File: src/rtl/fp_disp_pkg.sv
// Shared constants and types for the floating-point seven-segment display.
// Glyphs are active-low and ordered g..a, so bit 0 drives segment a.
package fp_disp_pkg;

    typedef logic [1:0] digit_idx_t;

    localparam digit_idx_t IDX_DIG0 = 2'd0;
    localparam digit_idx_t IDX_DIG1 = 2'd1;
    localparam digit_idx_t IDX_DIG2 = 2'd2;
    localparam digit_idx_t IDX_DIG3 = 2'd3;

    localparam logic [6:0] SEG_BLANK = 7'b1111111;
    localparam logic [6:0] SEG_DASH  = 7'b0111111;

    // Entry n is the glyph for hex value n.
    localparam logic [15:0][6:0] HEX_GLYPH = {
        7'b0001110, 7'b0000110, 7'b0100001, 7'b1000110,
        7'b0000011, 7'b0001000, 7'b0010000, 7'b0000000,
        7'b1111000, 7'b0000010, 7'b0010010, 7'b0011001,
        7'b0110000, 7'b0100100, 7'b1111001, 7'b1000000
    };

endpackage

File: src/rtl/seg7_encode.sv
// Combinational hex-to-segment encoder with dash and blank overrides.
// Blank takes priority over dash, which takes priority over the hex value.
module seg7_encode
    import fp_disp_pkg::*;
(
    input  logic [3:0] i_value,
    input  logic       i_dash,
    input  logic       i_blank,
    output logic [6:0] o_seg
);

    always_comb begin
        if (i_blank) begin
            o_seg = SEG_BLANK;
        end else if (i_dash) begin
            o_seg = SEG_DASH;
        end else begin
            o_seg = HEX_GLYPH[i_value];
        end
    end

endmodule

File: src/rtl/fp_seg_display.sv
// Shows a latched converter result plus a sample count on a 4-digit common-anode
// display, scanning one digit per SCAN_DIV cycles with a one-cycle blank between digits.
module fp_seg_display
    import fp_disp_pkg::*;
#(
    parameter int SCAN_DIV = 100000
)
(
    input  logic       clk,
    input  logic       rst_n,
    input  logic       i_valid,
    input  logic       i_sign,
    input  logic [2:0] i_exponent,
    input  logic [3:0] i_significand,
    output logic [3:0] o_an,
    output logic [6:0] o_seg,
    output logic       o_dp,
    output logic [1:0] o_dbg_idx
);

    localparam int                DIV_W    = (SCAN_DIV > 1) ? $clog2(SCAN_DIV) : 1;
    localparam logic [DIV_W-1:0] DIV_LAST = DIV_W'(SCAN_DIV - 1);

    logic             r_h_sign;
    logic [2:0]       r_h_exp;
    logic [3:0]       r_h_sig;
    logic [3:0]       r_cnt;
    logic [DIV_W-1:0] r_div;
    digit_idx_t       r_idx;
    logic [3:0]       r_an;
    logic [6:0]       r_seg;
    logic             r_dp;

    logic       w_tick;
    logic [3:0] w_value;
    logic       w_dash;
    logic       w_blank;
    logic [6:0] w_seg;

    assign w_tick = (r_div == DIV_LAST);

    always_ff @(posedge clk or negedge rst_n) begin
        if (!rst_n) begin
            r_h_sign <= 1'b0;
            r_h_exp  <= 3'd0;
            r_h_sig  <= 4'd0;
            r_cnt    <= 4'd0;
        end else if (i_valid) begin
            r_h_sign <= i_sign;
            r_h_exp  <= i_exponent;
            r_h_sig  <= i_significand;
            r_cnt    <= r_cnt + 4'd1;
        end
    end

    // The scan FSM state is the digit index; the divider sets its dwell time.
    always_ff @(posedge clk or negedge rst_n) begin
        if (!rst_n) begin
            r_div <= '0;
            r_idx <= IDX_DIG0;
        end else if (w_tick) begin
            r_div <= '0;
            r_idx <= r_idx + 2'd1;
        end else begin
            r_div <= r_div + DIV_W'(1);
        end
    end

    always_comb begin
        w_value = 4'd0;
        w_dash  = 1'b0;
        w_blank = 1'b0;
        case (r_idx)
            IDX_DIG0: w_value = r_cnt;
            IDX_DIG1: w_value = r_h_sig;
            IDX_DIG2: w_value = {1'b0, r_h_exp};
            default: begin
                w_dash  = r_h_sign;
                w_blank = ~r_h_sign;
            end
        endcase
    end

    seg7_encode u_encode (
        .i_value (w_value),
        .i_dash  (w_dash),
        .i_blank (w_blank),
        .o_seg   (w_seg)
    );

    // The tick cycle blanks everything so the old digit never bleeds into the next anode.
    always_ff @(posedge clk or negedge rst_n) begin
        if (!rst_n) begin
            r_an  <= 4'b1111;
            r_seg <= SEG_BLANK;
            r_dp  <= 1'b1;
        end else if (w_tick) begin
            r_an  <= 4'b1111;
            r_seg <= SEG_BLANK;
            r_dp  <= 1'b1;
        end else begin
            r_an  <= ~(4'b0001 << r_idx);
            r_seg <= w_seg;
            r_dp  <= (r_idx != IDX_DIG2);
        end
    end

    assign o_an      = r_an;
    assign o_seg     = r_seg;
    assign o_dp      = r_dp;
    assign o_dbg_idx = r_idx;

endmodule

File: config.mk
export PLATFORM = sky130hd
export DESIGN_NAME = fp_seg_display
export DESIGN_NICKNAME = d
export VERILOG_FILES = /design/src/rtl/fp_disp_pkg.sv /design/src/rtl/seg7_encode.sv /design/src/rtl/fp_seg_display.sv
export SDC_FILE = /design/constraint.sdc
export NUM_CORES = 1
export LEC_CHECK = 0
export CORE_MARGIN = 1.5
export CORE_UTILIZATION = 40
export DETAILED_ROUTE_END_ITERATION = 7
export PLACE_DENSITY = 0.67
export SYNTH_ARGS = -nofsm -noshare
export SYNTH_HDL_FRONTEND = slang
export SYNTH_SLANG_ARGS = --single-unit
File: constraint.sdc
create_clock -name clk -period 4.9 [get_ports clk]
set_input_delay 0.49 -clock clk [delete_from_list [all_inputs] [get_ports clk]]
set_output_delay 0.49 -clock clk [all_outputs]
set_load 0.05 [all_outputs]
Yosys cells after proc, flatten, opt, wreduce, memory -nomap -nowiden
Memory sizes are Yosys's and may differ from the RTL's.
Index checks and enable logic that the tools add are counted.
{"block": "totals", "register_bits": 43, "mem_bits_ro": 112, "inputBits": 11, "output_inout_bits": 14, "word_cells": 33, "memories": 1}
{"name": "(no name shown)", "words": 16, "word_bits": 7, "rd": 1, "rd_ports_with_merged_regs": 0, "write_ports": 0, "line_no": "seg7_encode.sv:18", "source": "o_seg = HEX_GLYPH[i_value];"}
{"block": "classes", "add_sub_neg": 3, "order_cmp": 1, "n_eq_ne": 4, "shift": 1, "muxes": 10, "n_bitwise": 2, "reduce_logical": 2}
{"op": "$mux 7", "count": 4}
{"op": "$add 17x1->17 const B", "count": 1}
{"op": "$eq 17x17->1 const B", "count": 1}
{"op": "$mux 17", "count": 1}
{"op": "$pmux 4 s3", "count": 1}
{"op": "$lt 4x5->1 const B", "count": 1}
{"op": "$add 4x1->4 const B", "count": 1}
{"op": "$mux 4", "count": 1}
{"op": "$not 4->4", "count": 1}
{"op": "$shl 1x2->4 const A", "count": 1}
{"op": "$mux 1", "count": 3}
{"op": "$reduce_or 3->1", "count": 1}
{"op": "$add 2x1->2 const B", "count": 1}
{"op": "$eq 2x1->1 const B", "count": 1}
{"op": "$eq 2x2->1 const B", "count": 1}
{"op": "$logic_not 2->1", "count": 1}
{"op": "$ne 2x2->1 const B", "count": 1}
{"op": "$not 1->1", "count": 1}

Longest topological paths before layout
{"block": "logic_depth", "ltp_word": 7, "ltp_mapped": 10, "depth_no_buf": 10}

By module
From an unflattened synthesis, not the netlist that was laid out.
{"block": "unflattened", "hier_cells": 186, "hier_area_um2": 2147.1}
{"mod": "fp_seg_display", "n_inst": 1, "cells_each": 147, "area_per_inst_um2": 1820.5, "seq_area_each_um2": 1064.8}
{"mod": "seg7_encode", "n_inst": 1, "cells_each": 39, "area_per_inst_um2": 326.6, "seq_area_each_um2": 0.0}

Worst setup path before layout
Ideal clock, no wire load.
{"block": "synth_path", "path_kind": "reg2reg", "start": "register r_idx[0] (netlist: o_dbg_idx[0])", "end": "register r_seg[3] (netlist: o_seg[3])", "arrival_time_ns": 2.820, "required_ns": 4.816, "path_slack_ns": 1.996, "stages_incl_launch_ff": 8, "path_buffers": 0, "synth_period_minus_slack_ns": 2.904, "path_cell_list": "dfrtp_1 -> inv_1 -> ha_1 -> a222oi_1 -> or2_2 -> ha_1 -> or4_1 -> a311o_1"}
{"block": "synth_via", "elab_chain_len": 7, "elab_cells_between_ends": 12, "classes_between": "eq/ne: 2; mux: 7; reduce/logical: 2; memory: 1"}
{"item": "start, declared", "line_no": "fp_seg_display.sv:29", "source": "digit_idx_t r_idx;"}
{"item": "start signal, assigned", "line_no": "fp_seg_display.sv:63", "source": "r_idx <= r_idx + 2'd1;"}
{"item": "$eq 2x2->1, or another cell as far along", "line_no": "fp_seg_display.sv:73", "source": "case (r_idx)"}
{"item": "$pmux 4 s3", "line_no": "fp_seg_display.sv:73"}
{"item": "$mem_v2 16x7"}
{"item": "$mux 7 (implied by the code)", "line_no": "seg7_encode.sv:18"}
{"item": "$mux 7", "line_no": "seg7_encode.sv:15", "source": "end else if (i_dash) begin"}
{"item": "$mux 7 *", "line_no": "seg7_encode.sv:13", "source": "if (i_blank) begin"}
{"item": "$mux 7 *", "line_no": "fp_seg_display.sv:97", "source": "end else if (w_tick) begin"}
{"item": "end signal, assigned", "line_no": "fp_seg_display.sv:103", "source": "r_seg <= w_seg;"}
{"item": "end, declared", "line_no": "fp_seg_display.sv:31", "source": "logic [6:0] r_seg;"}
Every way passes the cells marked *; elsewhere a longest branch is shown, timed or not. The select of a mux whose other input is x is not followed.
A chain may end at the register's enable or synchronous reset.

Worst setup path after layout
Ends and elaborated chain as after synthesis.

==> reports/metrics.yaml <==
synth_adder_area_share_pct: 7.76
fin_cells: 281
area_growth_pct: 18.6
clk_latency_ns: 0.29
p_int_mw: 0.717
coreArea_um2: 5070
portBuffers: 24
critPathTopFamily: "compound AO/OA/AOI/OAI gates"
ioPinCount: 25
rsz0062_at_grt: "false"
cp_common_cell: "ha_1"
outcome: "finished clean"
r2r_slack_ns: 2.11
fin_crit_sh_pct: 56.9
synth_top_family_by_area: "simple AND/OR/NAND/NOR gates"
clkTransAtPathRegs_ns: 0.08
grt_first_pass_wirelength_mm: 6.35
drt_pass1_iterations: 5
drive_gt1_share_pct: 15.6
vias_per_cell: 5.15
row_count: 26
cts_setup_buffers: 0
yosysSeqAreaShare_pct: 50.8
synth_xor_area_share_pct: 7.52
synth_simple_gate_area_share_pct: 16.2
placed_cells: 273
timing.slew.headroom_pct: 40.6
wl_per_cell_um: 13.6
critPathArrivalTime_ns: 3.02
num_vias: 1448
required_ns: 5.12
grt_busiest_layer: "met2"
r2r_cells: 7
die_h_um: 75.4
p_sw_mw: 0.397
synth_top_area_cell: "dfrtp_1"
vdd_drop_max_v: 0.000203
cts_buffers: 5
hold_violations: 0
overflow: 0
maxCapViolCount: 0
p_clk_share_pct: 20.4
cp_slowest_cell: "or4_1"
clockBufferDepth: 2
p_sw_share_pct: 35.6
r2r_end: "o_seg[3]"
worstPathMaxFanout: 5
power_frac_seq_pct: 40.2
muxShareOfSynthArea_pct: 7.70
avgSynthCellArea_um2: 11.4
synth_nets: 208
start_util_pct: 41.3
met3_usage_pct: 3.97
grt_use_met1_pct: 21.1
dieArea_um2: 5680
setup-tns-final_ns: 0
finalSetupViolCount: 0
p_leak_nw: 1.07
fin_skew_ns: 0.00526
ys.flop_type: "dfrtp_1"
maxSlewViolCount: 0
worst_pin_slew_ns: 0.891
die_w_um: 75.4
nets: 234
grt_pass1_vias: 1310
r2r-start: "o_dbg_idx[0]"
synth_common_cells: "dfrtp_1 (31), ha_1 (13), xnor2_1 (13), dfstp_2 (11), nor2_1 (11)"
powerDensity_nw_per_um2: 448
synth_compound_area_share_pct: 7.28
drc: 0
grt_start_max_net_pins: 43
yosysMostFrequentCell: "dfrtp_1"
ys_ff_latch: 42
path_cells: "inv_1, ha_1, a222oi_1, nor2_1, ha_1, or4_1, a311o_1"
diodes: 0
max_freq_ghz: 0.358
yosysTopAreaCellShare_pct: 37.0
met2_usage_pct: 22.9
period_needed_ns: 2.79
clock-sinks: 42
cts_resized: 0
start_kind: "flop"
syn_inst: 184
fill_cells: 493
synth_edf_count: 0
synth_warnings: 0
antenna_found_initial: 0
p_total_mw: 1.11
track_usage_pct: 15.4
routed_wl_mm: 3.83
hold_buffers: 0
async_flop_share_pct: 100
comb_power_share_pct: 39.4
syn-cell-area_um2: 2100
crit_path_max_incr_delay_ns: 0.55
path_buf_inv: 1
drtIter0Drc: 104
h-tree-depth: 2
gp_congestion: 0.832
cts-root-buf: "clkbuf_8"
yosysUniqueCellTypes: 41
cts_tree: "yes"
dp_hpwl_mm: 2.72
ant_nets: 0
cp-end-kind: "flop"
hold_path_class: "input port to asynchronous set/reset pin"
path_class: "flop to flop"
yosys-top-cells-area: "dfrtp_1 (37%), dfstp_2 (14%), ha_1 (7.8%), xnor2_1 (5.4%), mux2_2 (4.8%)"
metal layers:
layer	part of all wire (%)	wire [um]
met3	3.7	141
met4	2.1	80
met1	49	1870
met5	0	0
met2	45	1740
sequential cells by signal, indices dropped and copies added, names as in the netlist:
name	count
r_h_sig	4
o_dp	1
r_div	17
r_cnt	4
o_an	3
o_dbg_idx	2
r_h_sign	1
o_seg	7
r_h_exp	3
power groups by stage:
stage / clock, mW / combinational [mW] / sequential [mW]
floorplan: 0 / 0.228 / 0.548
global route: 0.248 / 0.482 / 0.454
finish: 0.228 / 0.439 / 0.447
global placement: 0 / 0.433 / 0.454
detailed placement: 0 / 0.436 / 0.454
CTS: 0.236 / 0.439 / 0.448
final cells by class:
cell class	instances	area, um^2	share of cell area [%]
clock inverter	1	5.00	0.201
tap	70	87.6	3.52
inverter	7	26.3	1.06
multi-input combinational	129	973	39.2
timing repair buffer	25	243	9.76
sequential	42	1060	42.8
clock buffer	7	86.3	3.47
cells by family after synthesis:
group / count (synthesis)
multiplexers: 15
AND/OR/NAND/NOR: 61
AO/OA/AOI/OAI: 22
buffers and inverters: 13
XOR/XNOR: 18
adder cells (fa/ha/maj): 13
flip-flops: 42
cell usage in the layout, fill, tap and decap left out, drive strengths merged, types with 8 or more instances in the layout:
cell            n
dfrtp          31
clkdlybuf4s50  23
xnor2          13
ha             13
nor2           12
dfstp          11
nand3          10
nand2           9
mux2            9
o21ai           8
how the worst max path moves through the flow:
stage	startpoint	end	slack, ns	depth (start not counted)
after floorplan	o_dbg_idx[0]	o_seg[3]	2.00	7
after global placement	o_dbg_idx[0]	o_seg[3]	2.26	7
after detailed placement	o_dbg_idx[0]	o_seg[3]	2.15	7
after CTS	o_dbg_idx[0]	o_seg[3]	2.11	7
after global routing	o_dbg_idx[0]	o_seg[3]	1.97	7
final	o_dbg_idx[0]	o_seg[3]	2.11	7
metrics by stage:
step | cell area (um^2) | hold slack (ns) | setup WS (ns) | util (%)
floorplan | 2100 | 0.194 | 2.00 | -
global placement | 2390 | 0.478 | 2.26 | 47.2
detailed placement | 2390 | 0.488 | 2.15 | 47.2
CTS | 2490 | 0.358 | 2.11 | 49.0
global route | 2490 | 0.410 | 1.97 | 49.0
finish | 2490 | 0.318 | 2.11 | 49.0
No activity file was read; power rests on OpenSTA's default activity.
